===== src/rtl/fp_mul_seq.sv =====
// fp_mul_seq: sequential shift-add floating-point multiplier with result flags.
// Define FP_MUL_ROUND_NEAREST_EN for round-to-nearest-even; the default build truncates.

module fp_mul_seq #(
    parameter  int EXP_W = 5,
    parameter  int MAN_W = 10,
    localparam int W     = 1 + EXP_W + MAN_W
) (
    input  logic         clk,
    input  logic         rst,
    input  logic         in_valid,
    output logic         in_ready,
    input  logic [W-1:0] na,
    input  logic [W-1:0] nb,
    output logic         out_valid,
    input  logic         out_ready,
    output logic [W-1:0] producto,
    output logic         snan,
    output logic         qnan,
    output logic         inf,
    output logic         zero,
    output logic         subnormal,
    output logic         normal
);

    localparam int SIG_W = MAN_W + 1;
    localparam int P_W   = 2 * SIG_W;
    localparam int E_W   = EXP_W + 2;
    localparam int CNT_W = $clog2(SIG_W + 1);
    localparam int BIAS  = 2 ** (EXP_W - 1) - 1;

    localparam logic [E_W-1:0]   BIAS_V   = E_W'(BIAS);
    localparam logic [E_W-1:0]   EMAX_V   = E_W'(2 ** EXP_W - 1);
    localparam logic [E_W-1:0]   E_ONE    = E_W'(1);
    localparam logic [CNT_W-1:0] CNT_LAST = CNT_W'(MAN_W);
    localparam logic [CNT_W-1:0] CNT_ONE  = CNT_W'(1);

    localparam logic [W-1:0] QNAN_V =
        {1'b0, {EXP_W{1'b1}}, 1'b1, {(MAN_W-1){1'b0}}};

    // flag vector order: {snan, qnan, inf, zero, subnormal, normal}
    localparam logic [5:0] F_INF  = 6'b001000;
    localparam logic [5:0] F_ZERO = 6'b000100;
    localparam logic [5:0] F_UNF  = 6'b000110;
    localparam logic [5:0] F_NORM = 6'b000001;

    typedef enum logic [2:0] {
        IDLE,
        MUL,
        NORM,
        ROUND,
        DONE
    } state_t;

    state_t state, state_nx;

    logic [EXP_W-1:0] ea, eb;
    logic [MAN_W-1:0] fa, fb;
    logic             a_emax, b_emax;
    logic             a_nan, b_nan;
    logic             a_snan, b_snan;
    logic             a_inf, b_inf;
    logic             a_zero, b_zero;
    logic             spec;
    logic             res_sgn;

    logic [W-1:0]     spec_p;
    logic [5:0]       spec_f;

    logic             sgn;
    logic [P_W-1:0]   mcand;
    logic [SIG_W-1:0] mplr;
    logic [P_W-1:0]   prod;
    logic [E_W-1:0]   ex;
    logic [CNT_W-1:0] cnt;
    logic [5:0]       flg;

    logic [SIG_W:0]   mant_r;
    logic             rnd_inc;
    logic [E_W-1:0]   ex_f;
    logic             ovf, unf;
    logic [W-1:0]     rnd_p;
    logic [5:0]       rnd_f;

    assign ea = na[W-2:MAN_W];
    assign eb = nb[W-2:MAN_W];
    assign fa = na[MAN_W-1:0];
    assign fb = nb[MAN_W-1:0];

    assign a_emax = &ea;
    assign b_emax = &eb;
    assign a_nan  = a_emax & (|fa);
    assign b_nan  = b_emax & (|fb);
    assign a_snan = a_nan & ~fa[MAN_W-1];
    assign b_snan = b_nan & ~fb[MAN_W-1];
    assign a_inf  = a_emax & ~(|fa);
    assign b_inf  = b_emax & ~(|fb);
    assign a_zero = ~(|ea);
    assign b_zero = ~(|eb);

    assign spec    = a_emax | b_emax | a_zero | b_zero;
    assign res_sgn = na[W-1] ^ nb[W-1];

    assign {snan, qnan, inf, zero, subnormal, normal} = flg;

    always_comb begin
        spec_p = '0;
        spec_f = '0;
        priority case (1'b1)
            (a_nan | b_nan | (a_inf & b_zero) | (b_inf & a_zero)): begin
                spec_p = QNAN_V;
                spec_f = {a_snan | b_snan, 1'b1, 4'b0000};
            end
            (a_inf | b_inf): begin
                spec_p = {res_sgn, {EXP_W{1'b1}}, {MAN_W{1'b0}}};
                spec_f = F_INF;
            end
            default: begin
                spec_p = {res_sgn, {(W-1){1'b0}}};
                spec_f = F_ZERO;
            end
        endcase
    end

`ifdef FP_MUL_ROUND_NEAREST_EN
    logic lost;
    logic guard;
    logic sticky;

    // the bit shifted out during normalisation still counts toward sticky
    always_ff @(posedge clk) begin
        if (rst) begin
            lost <= 1'b0;
        end else if (state == IDLE) begin
            lost <= 1'b0;
        end else if (state == NORM && prod[P_W-1]) begin
            lost <= prod[0];
        end
    end

    assign guard   = prod[MAN_W-1];
    assign sticky  = (|prod[MAN_W-2:0]) | lost;
    assign rnd_inc = guard & (sticky | prod[MAN_W]);
`else
    assign rnd_inc = 1'b0;
`endif

    assign mant_r = {1'b0, 1'b1, prod[P_W-3 -: MAN_W]}
                  + {{SIG_W{1'b0}}, rnd_inc};
    assign ex_f   = ex + {{(E_W-1){1'b0}}, mant_r[SIG_W]};
    assign ovf    = ~ex_f[E_W-1] & (ex_f >= EMAX_V);
    assign unf    = ex_f[E_W-1] | (ex_f == '0);

    always_comb begin
        rnd_p = '0;
        rnd_f = '0;
        priority case (1'b1)
            ovf: begin
                rnd_p = {sgn, {EXP_W{1'b1}}, {MAN_W{1'b0}}};
                rnd_f = F_INF;
            end
            unf: begin
                rnd_p = {sgn, {(W-1){1'b0}}};
                rnd_f = F_UNF;
            end
            default: begin
                rnd_p = {sgn, ex_f[EXP_W-1:0], mant_r[MAN_W-1:0]};
                rnd_f = F_NORM;
            end
        endcase
    end

    always_ff @(posedge clk) begin
        if (rst) begin
            state <= IDLE;
        end else begin
            state <= state_nx;
        end
    end

    always_comb begin
        state_nx  = state;
        in_ready  = 1'b0;
        out_valid = 1'b0;
        unique case (state)
            IDLE: begin
                in_ready = 1'b1;
                if (in_valid) begin
                    state_nx = spec ? DONE : MUL;
                end
            end
            MUL: begin
                if (cnt == CNT_LAST) begin
                    state_nx = NORM;
                end
            end
            NORM:  state_nx = ROUND;
            ROUND: state_nx = DONE;
            DONE: begin
                out_valid = 1'b1;
                if (out_ready) begin
                    state_nx = IDLE;
                end
            end
            default: state_nx = IDLE;
        endcase
    end

    always_ff @(posedge clk) begin
        if (rst) begin
            sgn      <= 1'b0;
            mcand    <= '0;
            mplr     <= '0;
            prod     <= '0;
            ex       <= '0;
            cnt      <= '0;
            producto <= '0;
            flg      <= '0;
        end else begin
            unique case (state)
                IDLE: begin
                    if (in_valid) begin
                        sgn   <= res_sgn;
                        mcand <= {{SIG_W{1'b0}}, 1'b1, fa};
                        mplr  <= {1'b1, fb};
                        prod  <= '0;
                        cnt   <= '0;
                        ex    <= {2'b00, ea} + {2'b00, eb} - BIAS_V;
                        if (spec) begin
                            producto <= spec_p;
                            flg      <= spec_f;
                        end
                    end
                end
                MUL: begin
                    if (mplr[0]) begin
                        prod <= prod + mcand;
                    end
                    mcand <= mcand << 1;
                    mplr  <= mplr >> 1;
                    cnt   <= cnt + CNT_ONE;
                end
                NORM: begin
                    if (prod[P_W-1]) begin
                        prod <= prod >> 1;
                        ex   <= ex + E_ONE;
                    end
                end
                ROUND: begin
                    producto <= rnd_p;
                    flg      <= rnd_f;
                end
                default: ;
            endcase
        end
    end

endmodule

===== config.mk =====
export PLATFORM = sky130hd
export DESIGN_NAME = fp_mul_seq
export DESIGN_NICKNAME = d
export VERILOG_FILES = /design/src/rtl/fp_mul_seq.sv
export SDC_FILE = /design/constraint.sdc
export NUM_CORES = 1
export LEC_CHECK = 0
export BUFFER_PORTS_ARGS = -buffer_cell sky130_fd_sc_hd__clkbuf_2
export CAP_MARGIN = 30
export CORE_MARGIN = 10
export CORE_UTILIZATION = 45
export CTS_BUF_LIST = sky130_fd_sc_hd__clkbuf_16
export DETAILED_ROUTE_END_ITERATION = 10
export SYNTH_ARGS = -nofsm -noshare
export SYNTH_HDL_FRONTEND = slang
export SYNTH_SLANG_ARGS = --single-unit

===== constraint.sdc =====
create_clock -name clk -period 5.1 [get_ports clk]
set_input_delay 0.51 -clock clk [delete_from_list [all_inputs] [get_ports clk]]
set_output_delay 0.51 -clock clk [all_outputs]
set_load 0.02 [all_outputs]

==> results by stage, run 1 <==
Run status:
- The run finished with clean final reports.

Hold path:
- The path class of the tightest hold or removal check is input pin to register.
- Along the worst hold path, the cell count comes to 3.
- In this run the most critical hold path is launched from na[0].
- The worst min-delay path endpoint is mcand[0]$_SDFFE_PP0P_.

Place:
- The number of cells after detailed placement is 886.
- The congestion estimate from routability-driven global placement came to 0.896.
- The standard cell area after detailed placement is 5900 um2.
- The number of port buffers is 59.
- The detailed-placement wirelength estimate is 11.1 mm.

STA:
- The clock tree skew after final layout is 7.38 ps.
- Adding up every negative setup slack in the final design gives 0 ps.
- For the finished layout, the period the worst path requires is 2650 ps.
- The slew at the pin with the worst max-slew slack is 945 ps.
- The total count of max-transition violations in the final report was 0.
- Setup repair after global routing left no endpoint under its margin.
- The worst relative slew slack is 37.0%.
- Of the available clock period, the critical path in the final layout requires 52.0%.
- The final number of hold-violating endpoints is 0.
- The maximum achievable frequency is 377 MHz.
- Setup violations remaining at the end of the flow were counted as 0.

Floorplan:
- The starting density of the core is 46.0%.
- 60 I/O pins were placed.
- The vertical die dimension is 131 um.
- In this run the horizontal extent of the chip is 131 um.
- In this run the standard cell core region covers 12100 um2.
- The floorplan step defined a die boundary enclosing 17200 um2.
- The floorplan has 40 rows.

Clocking:
- The tree is rooted in a clkbuf_16.
- For the worst-skew pair, the clock arrives at the later sink with an insertion delay of 350 ps.
- The clock slew seen by the registers of the worst setup and hold paths is 70 ps.
- The clock tree buffer depth is 2.
- The number of setup buffers added after CTS is 0.
- Buffers inserted during clock tree synthesis total 9.
- The number of clock sinks seen by CTS is 92.
- The number of buffers inserted for hold repair after clock tree synthesis is 0.
- The number of gates resized after CTS is 0.
- The number of H-tree branching levels is 3.
- TritonCTS built the clock tree.

Routing:
- The total wire length is 15.2 mm.
- For this block, the initial DRC count from the detailed router was 423.
- For this run, design rule violations remaining after detail routing come to 0.
- The detail-routed via count per cell is 5.70.
- For this block, the via count after detailed routing is 5146.
- In this run the remaining antenna-violating nets after routing total 0.
- The detail-routed net length per standard cell is 16.8 um.
- The pre-antenna-repair detailed-routing pass consisted of 5 iterations.

Global routing:
- The first global-routing pass estimated 24.9 mm of wire.
- The global routing met1 resource utilization is 23.8%.
- The leftover overflow at the end of global routing is 0.
- The number of antenna violations at the first check in global routing came to 0.
- The routing layer with the top usage in global route is met2.
- The via count of the first global-routing pass is 4859.
- The met2 usage in global routing is 29.8%.
- The global-route usage over all layers is 18.1%.
- The met3 track demand over resource is 2.17%.
- The pin count of the biggest net entering global routing is 48.

Worst setup path:
- STA puts the critical path data required time at 5340 ps.
- The peak fanout along the critical path is 4.
- The critical path capture point type is a register.
- The critical path is of the register to register type.
- STA classifies the critical path startpoint as a register.
- The origin of the critical flop-to-flop path is mcand[0]$_SDFFE_PP0P_.
- The worst register-to-register path ends at prod[18]$_SDFFE_PP0P_.
- The signal on the critical path passes through ha_1 > inv_1 > fa_1 > nand2b_1 > a21oi_2 > o22ai_2 > o31ai_2 > a21boi_2 > mux2i_1 > or2_2.
- The cell count of the worst reg-to-reg path is 10.
- For this design, the slowest cell found on the critical path is fa_1.
- The delay of the slowest cell on the worst path is 380 ps.
- STA puts the critical path data arrival time at 2890 ps.
- In this run the register-to-register setup slack is 2450 ps.

Layout:
- Relative to the synthesized area, the layout overhead comes to 11.8%.
- The number of diodes added for antenna fixing is 0.
- The post-layout instance area is 6210 um2.
- After the last flow step, the layout net total stands at 802.
- The number of inserted filler cells in the final layout is 1168.
- The filler-free cell count of the finished design is 903.
- In the final layout, the multi-input gates occupy 3460 um2.
- Across the whole layout, storage elements account for 1840 um2.
- The fraction of final layout cells with drive strength greater than 1 is 15.1%.

Synthesis:
- Each instance of the synthesized netlist takes up on average 7.98 um2.
- By area the synthesized netlist is led by dfxtp_1, ha_1, a21oi_1.
- The number of synthesized flops with an enable pin is 0.
- For this run, asynchronously set or reset flops after synthesis account for 0%.
- Summed over its instances, the top area cell type makes up 33.2% of the synthesized netlist area.
- Summing the sequential cell areas from Yosys gives 33.2% of the chip area.
- After synthesis the netlist holds a flip-flop and latch count of 92.
- The gate count after technology mapping is 696.
- Of all cell types, the one taking the most synthesized area is dfxtp_1.
- The post-synthesis cell area is 5550 um2.
- After synthesis, the netlist uses 69 different library cells.
- The total of warnings raised by yosys is 0.
- The dominant synthesized flop cell is dfxtp_1.
- The number of nets in the synthesized netlist is 768.

Pwr:
- In this run the power density over the cells is 286 nW/um2.
- The standby leakage power is 2.51 nW.
- The overall power after layout is 1.77 mW.
- Across the VDD grid, the largest voltage drop is 0.123 mV.

Flow run:
- The number of max-cap violations is 0.
-- power breakdown --
part	internal [mW]	switching, mW	leakage, nW	total [mW]
clock	0.338	0.317	0.130	0.655
combinational	0.122	0.198	1.63	0.319
sequential	0.758	0.0426	0.750	0.801
-- metrics by stage --
stage | hold slack [ps] | setup WS [ps] | util, %
2_1_floorplan | 437 | 2770 | -
5_1_grt | 428 | 2210 | 51.5
3_5_place_dp | 447 | 1950 | 48.9
3_3_place_gp | 443 | 2090 | 48.8
4_1_cts | 396 | 2070 | 51.3
6_report | 402 | 2450 | 51.5
-- per-layer routing --
metal	routed length, um	up-vias
li1	-	2598
met5	0	-
met4	244	0
met1	7070	2391
met3	689	21
met2	7170	136
-- synthesized netlist by cell type (11+ instances only) --
cell type / n
inv_1: 16
a21oi_1: 72
clkbuf_1: 23
nand3_1: 24
nor3_1: 19
buf_2: 12
dfxtp_1: 92
a211oi_1: 25
a22oi_1: 27
ha_1: 34
o21ai_0: 23
nand2_1: 70
nor2_1: 89
nor4_1: 11
-- cell type report --
class                   instances  share of cell area (%)
multi-input cells             547                    55.7
inverters                      16                   0.967
clock buffers                   9                    3.63
flip-flops and latches         92                    29.6
well taps                     168                    3.38
clock inverters                 7                   0.967
repair buffers                 64                    5.68
-- registers in the layout, indices dropped and copies added (netlist names) --
name      count
cnt           4
ex            7
flg           6
mcand        22
mplr         11
prod         22
producto     16
sgn           1
state         3
-- layout by cell type (no fill, tap or decap), drive strengths merged, types with 4 or more instances in the layout --
master  count
nor2       92
a21o       11
or3         4
o21ai      28
and3        4
ha         34
mux2i       8
inv        18
nand2      71
o22ai       8
nor3       20
xnor2       9
nor2b       7
a21oi      74
a211oi     26
dfxtp      92
nand4       5
xor2        8
buf         5
o21a        8
clkbuf     68
a31oi       5
nor4       11
nand2b      9
nand3      26
a22oi      33
and2        7
-- kinds of logic (layout without fill, tap and decap cells) --
family                   after synthesis  count (layout)  synth area share [%]
AND/OR/NAND/NOR                      267             267                  22.8
AO/OA/AOI/OAI                        219             219                  26.9
flip-flops                            92              92                  33.2
buffers and inverters                 57              96                  4.60
adder cells (fa/ha/maj)               36              36                  8.38
XOR/XNOR                              17              17                  2.68
multiplexers                           8               8                  1.44
-- worst max-delay path, delay by kind of cell (launching register included) --
kind / cells / cell delay (ps)
adders and majority gates: 2 / 600
buffers and inverters: 1 / 70
muxes: 1 / 140
and+or+nand+nor: 2 / 500
AOI/OAI and AO/OA: 4 / 870
DFF: 1 / 370
-- worst max-delay path by stage --
stage	from	depth (start not counted)	to
final	mcand[0]$_SDFFE_PP0P_	10	prod[18]$_SDFFE_PP0P_
after global routing	mcand[0]$_SDFFE_PP0P_	10	prod[18]$_SDFFE_PP0P_
after CTS	state[2]$_SDFFE_PP0P_	6	prod[19]$_SDFFE_PP0P_
after detailed placement	in_valid	8	prod[19]$_SDFFE_PP0P_
after global placement	in_valid	8	prod[19]$_SDFFE_PP0P_
after floorplan	mcand[0]$_SDFFE_PP0P_	10	prod[18]$_SDFFE_PP0P_
(Power assumes the default switching activity.)
==> run 2, diff against run 1 <==
- ABC_AREA: not set -> 1
- PLACE_DENSITY: not set -> 0.66
- clock period: 5.1 -> 2.4 ns (I/O delays scaled with it)
==> run 2 against run 1 <==
Sequential power grew to 2.7 times the previous value; combinational power grew to 9.0 times the previous value; global-route usage is 0.069 points lower; via count is 13% higher; hold slack worse by 260 ps; setup slack worse by 2100 ps; first-iteration DRC count is 19% lower; fmax is 30% higher; non-clock buffer count is 5 higher; wire length is 4.6% higher; largest power group is now combinational logic.
==> results by stage, run 2 <==
Run status:
- The flow ran to the end, and the final reports show no timing, DRC or antenna violations.

STA:
- The maximum achievable frequency came to 488 MHz (+30%).
- The setup TNS after final layout is 0 ps (unchanged).
- The final number of hold-violating endpoints is 0 (unchanged).
- The worst hold slack after final layout is 139 ps (-263 ps).
- The total count of max-transition violations in the final report is 0 (unchanged).
- The clock tree skew after final layout is 11.7 ps (+4.32 ps).
- Setup repair after global routing left no endpoint under its margin.
- The slew at the pin with the worst max-slew slack is 595 ps (-349 ps).
- The count of endpoints failing setup in the final report is 0 (unchanged).
- The worst relative slew slack is 60.3% (+23 points).
- The worst path setup slack after routing is 352 ps (-2100 ps).
- The ratio of final minimum period to clock period came to 85.3% (+33 points).
- The final critical-path required period is 2050 ps (-604 ps).

Worst setup path:
- The data arrival time of the worst path is 2300 ps (-590 ps).
- STA classifies the critical path startpoint as a register.
- The class of the most critical setup path is register to register.
- Grouping stages by cell kind, the critical path spends the most delay in simple AND/OR/NAND/NOR gates.
- The slowest stage of the critical path is the fa_1 cell.
- The delay of the slowest cell on the worst path came to 390 ps (about the same).
- The peak fanout along the critical path is 5 (+1).
- The required time at the worst-slack endpoint is 2650 ps (-2690 ps).
- The critical path goes through ha_1 > inv_1 > fa_1 > inv_1 > nand3_1 > nand3_1 > nand2_1 > nand2_1 > nand2_1 > nand2_1 > nand2_1 > nand3_1 > a21oi_1.
- The critical path capture point type is a register.
- Counting stages on the worst path, the most repeated cell is nand2_1.
- The count of buffering cells on the critical path with inverters included is 2 (+1).

Routing:
- The number of detailed-routing iterations run before antenna repair is 5 (unchanged).
- The total wire length is 15.9 mm (+4.6%).
- The detail-routed net length per standard cell is 14.1 um (-16%).
- The remaining antenna violation count was 0 (unchanged).
- The detail-routed via count per cell is 5.18 (-9.2%).
- The number of DRC violations after detailed routing was 0 (unchanged).
- The number of vias after detailed routing is 5817 (+13%).
- The violation count after the first detailed-routing iteration is 341 (-19%).

Synthesis:
- The synthesis-stage register bit count is 92 (unchanged).
- The library cell occupying the most area in the post-synthesis netlist is dfxtp_1.
- The dominant synthesized flop cell is dfxtp_1.
- The share of async-settable or async-resettable flops after synthesis is 0% (unchanged).
- The average instance area after synthesis is 6.49 um2 (-19%).
- Sorting the synthesized cells by area gives the leading types as dfxtp_1, nand2_1, a21oi_1.
- The sequential-to-total area share from yosys stat is 31.6% (-1.6 points).
- The number of distinct library cells after synthesis is 41 (-41%).
- The most frequent cell after synthesis is nand2_1.
- The gate count after technology mapping came to 899 (+29%).
- The number of synthesized flops with an enable pin was 0 (unchanged).
- The number of nets in the synthesized netlist is 971 (+26%).
- The total of warnings raised by yosys is 0 (unchanged).
- The post-synthesis cell area is 5840 um2 (+5.1%).
- The top-area cell type share of the netlist area is 31.6% (-1.6 points).
- Counting instances in the post-synthesis netlist gives the leading cell types as nand2_1, inv_1, a21oi_1, dfxtp_1, nand3_1.

Layout:
- The largest registers in the layout are mcand: 22 flops, prod: 22 flops, producto: 16 flops.
- The number of inserted filler cells in the final layout is 1343 (+15%).
- The most common cell after layout, fill and taps aside is nand2_1.
- The post-synthesis to final-layout area growth is 12.5%.
- The fraction of final layout cells with drive strength greater than 1 is 12.8% (-2.3 points).
- In the layout the commonest cells are nand2_1, inv_1, a21oi_1, dfxtp_1, nand3_1.
- The post-layout net count is 1019 (+27%).
- The number of diodes added for antenna fixing came to 0 (unchanged).

Pwr:
- The worst ir drop on vdd is 0.540 mV (+340%).
- The total internal power is 3.62 mW (+200%).
- The proportion of power drawn by the clock network is 22.1% (-15 points).
- The portion of total power attributed to sequential cells came to 33.7% (-11 points).
- The switching share of power is 44.0% (+13 points).
- The standby leakage power is 3.04 nW (+21%).
- The power spent charging and discharging nets came to 2.84 mW (+410%).
- The overall power after layout is 6.47 mW (+260%).
- The power density over the cells was 984 nW/um2 (+240%).
- The relative contribution of combinational cells to total power was 44.2% (+26 points).

Clocking:
- The number of H-tree branching levels was 3 (unchanged).
- The clock tree buffer depth is 2 (unchanged).
- The source-to-sink clock delay at the later pin of the worst-skew pair is 350 ps (about the same).
- The root buffer cell chosen for the clock tree is clkbuf_16.
- The clock tree from TritonCTS is done.
- The number of gates resized after CTS is 0 (unchanged).
- The clock slew seen by the registers of the worst setup and hold paths is 70 ps (about the same).
- The number of buffers inserted to repair setup after CTS is 0 (unchanged).
- The number of buffers inserted for hold repair after clock tree synthesis is 0 (unchanged).
- The number of clock sinks seen by CTS is 92 (unchanged).
- The clock buffer count from CTS was 9 (unchanged).

Global routing:
- The number of antenna violations at the first check in global routing was 0 (unchanged).
- The leftover overflow at the end of global routing is 0 (unchanged).
- The global-route usage over all layers is 18.1% (-0.069 points).
- The global routing met1 resource utilization was 22.3% (-1.5 points).
- The wire length of the first global-routing pass is 27.0 mm (+8.6%).
- The pin count of the biggest net entering global routing is 53 (+10%).
- The met3 track demand over resource was 3.88% (+1.7 points).
- The via count of the first global-routing pass came to 5708 (+17%).
- The met2 usage in global routing is 30.3% (+0.50 points).
- In this run the most used layer during global routing was met2.

Place:
- The detailed-placement wirelength estimate is 12.0 mm (+8.5%).
- The number of port buffers came to 59 (unchanged).
- The routability congestion estimate is 0.897 (+0.13%).
- The worst slack at placement is 384 ps (-1560 ps).

Floorplan:
- The count of boundary I/O pins is 60 (unchanged).
- The overall die width came to 134 um (+2.1%).
- The standard cell core area is 12700 um2 (+5.1%).
- The starting density of the core is 46.1% (about the same).
- The vertical die dimension came to 134 um (+2.1%).
- The number of cell rows came to 41 (+2.5%).
- The die outline area is 17900 um2 (+4.3%).

Hold path:
- The min-delay analysis places its worst path in the category input pin to register.

Flow run:
- The number of max-cap violations is 0 (unchanged).
[run 2: cell types whose count changed after synthesis, moves of 11 or more]
cell	change
nor3_1	-11
nand3_1	+47
a22oi_1	-27
nor4_1	-11
a31oi_1	+15
nor2_1	-39
o21ai_1	+14
a211oi_1	-25
inv_1	+81
a21oi_1	+23
nand2_1	+211
[run 2: path summary, 6_finish.rpt]
| kind | startpoint | endpoint | slack (ps) | depth (start not counted) |
|---|---|---|---|---|
| setup / recovery | mcand[0]$_SDFFE_PP0P_ | prod[16]$_SDFFE_PP0P_ | 350 | 13 |
| hold / removal | na[0] | mcand[0]$_SDFFE_PP0P_ | 140 | 3 |
| setup reg to reg | mcand[0]$_SDFFE_PP0P_ | prod[16]$_SDFFE_PP0P_ | 350 | 13 |
| hold reg to reg | mplr[7]$_SDFFE_PP0P_ | mplr[7]$_SDFFE_PP0P_ | 460 | 2 |
[run 2: cell type report]
type	instances	area, um2	area share [%]
clock buffer	9	225	3.43
multi-input combinational	668	3430	52.2
tap	172	215	3.28
clock inverter	7	68.8	1.05
timing repair buffer	69	383	5.83
sequential	92	1840	28.0
inverter	107	407	6.19
[run 2: cell families (layout without fill, tap and decap cells)]
group           after synthesis  in the layout  share of synthesized area, %
compound gates              177            177                          16.3
xor+xnor                      4              4                         0.600
fa+ha+maj                    36             36                          7.97
buf+inv                     139            192                          9.84
flops                        92             92                          31.6
simple gates                451            451                          33.7
[run 2: per-stage QoR]
stage          utilization [%]  instance area (um2)  instances
5_1_grt                   51.8                 6570       1124
3_5_place_dp              49.5                 6270       1108
4_1_cts                   51.8                 6570       1124
6_report                  51.8                 6570       1124
3_3_place_gp              49.5                 6270       1108
2_1_floorplan                -                 5840        899
[run 2: worst min-delay path: cells and delay by family]
kind	cells	cell delay [ps]
and+or+nand+nor	1	60
AOI/OAI and AO/OA	1	60
buffers and inverters	1	90
[run 2: layer usage]
| metal | vias up | part of all wire, % | routed length, um |
|---|---|---|---|
| met5 | - | 0 | 0 |
| met4 | 0 | 2.3 | 364 |
| met3 | 24 | 4.2 | 666 |
| met2 | 118 | 47 | 7410 |
| met1 | 2638 | 47 | 7430 |
| li1 | 3037 | - | - |
[run 2: power by group through the flow]
stage	logic [mW]	registers, mW	clock network, mW
5_1_grt	3.23	2.22	1.51
6_report	2.86	2.18	1.43
3_3_place_gp	2.83	2.20	0
3_5_place_dp	2.85	2.21	0
4_1_cts	2.86	2.18	1.46
2_1_floorplan	2.19	2.14	0
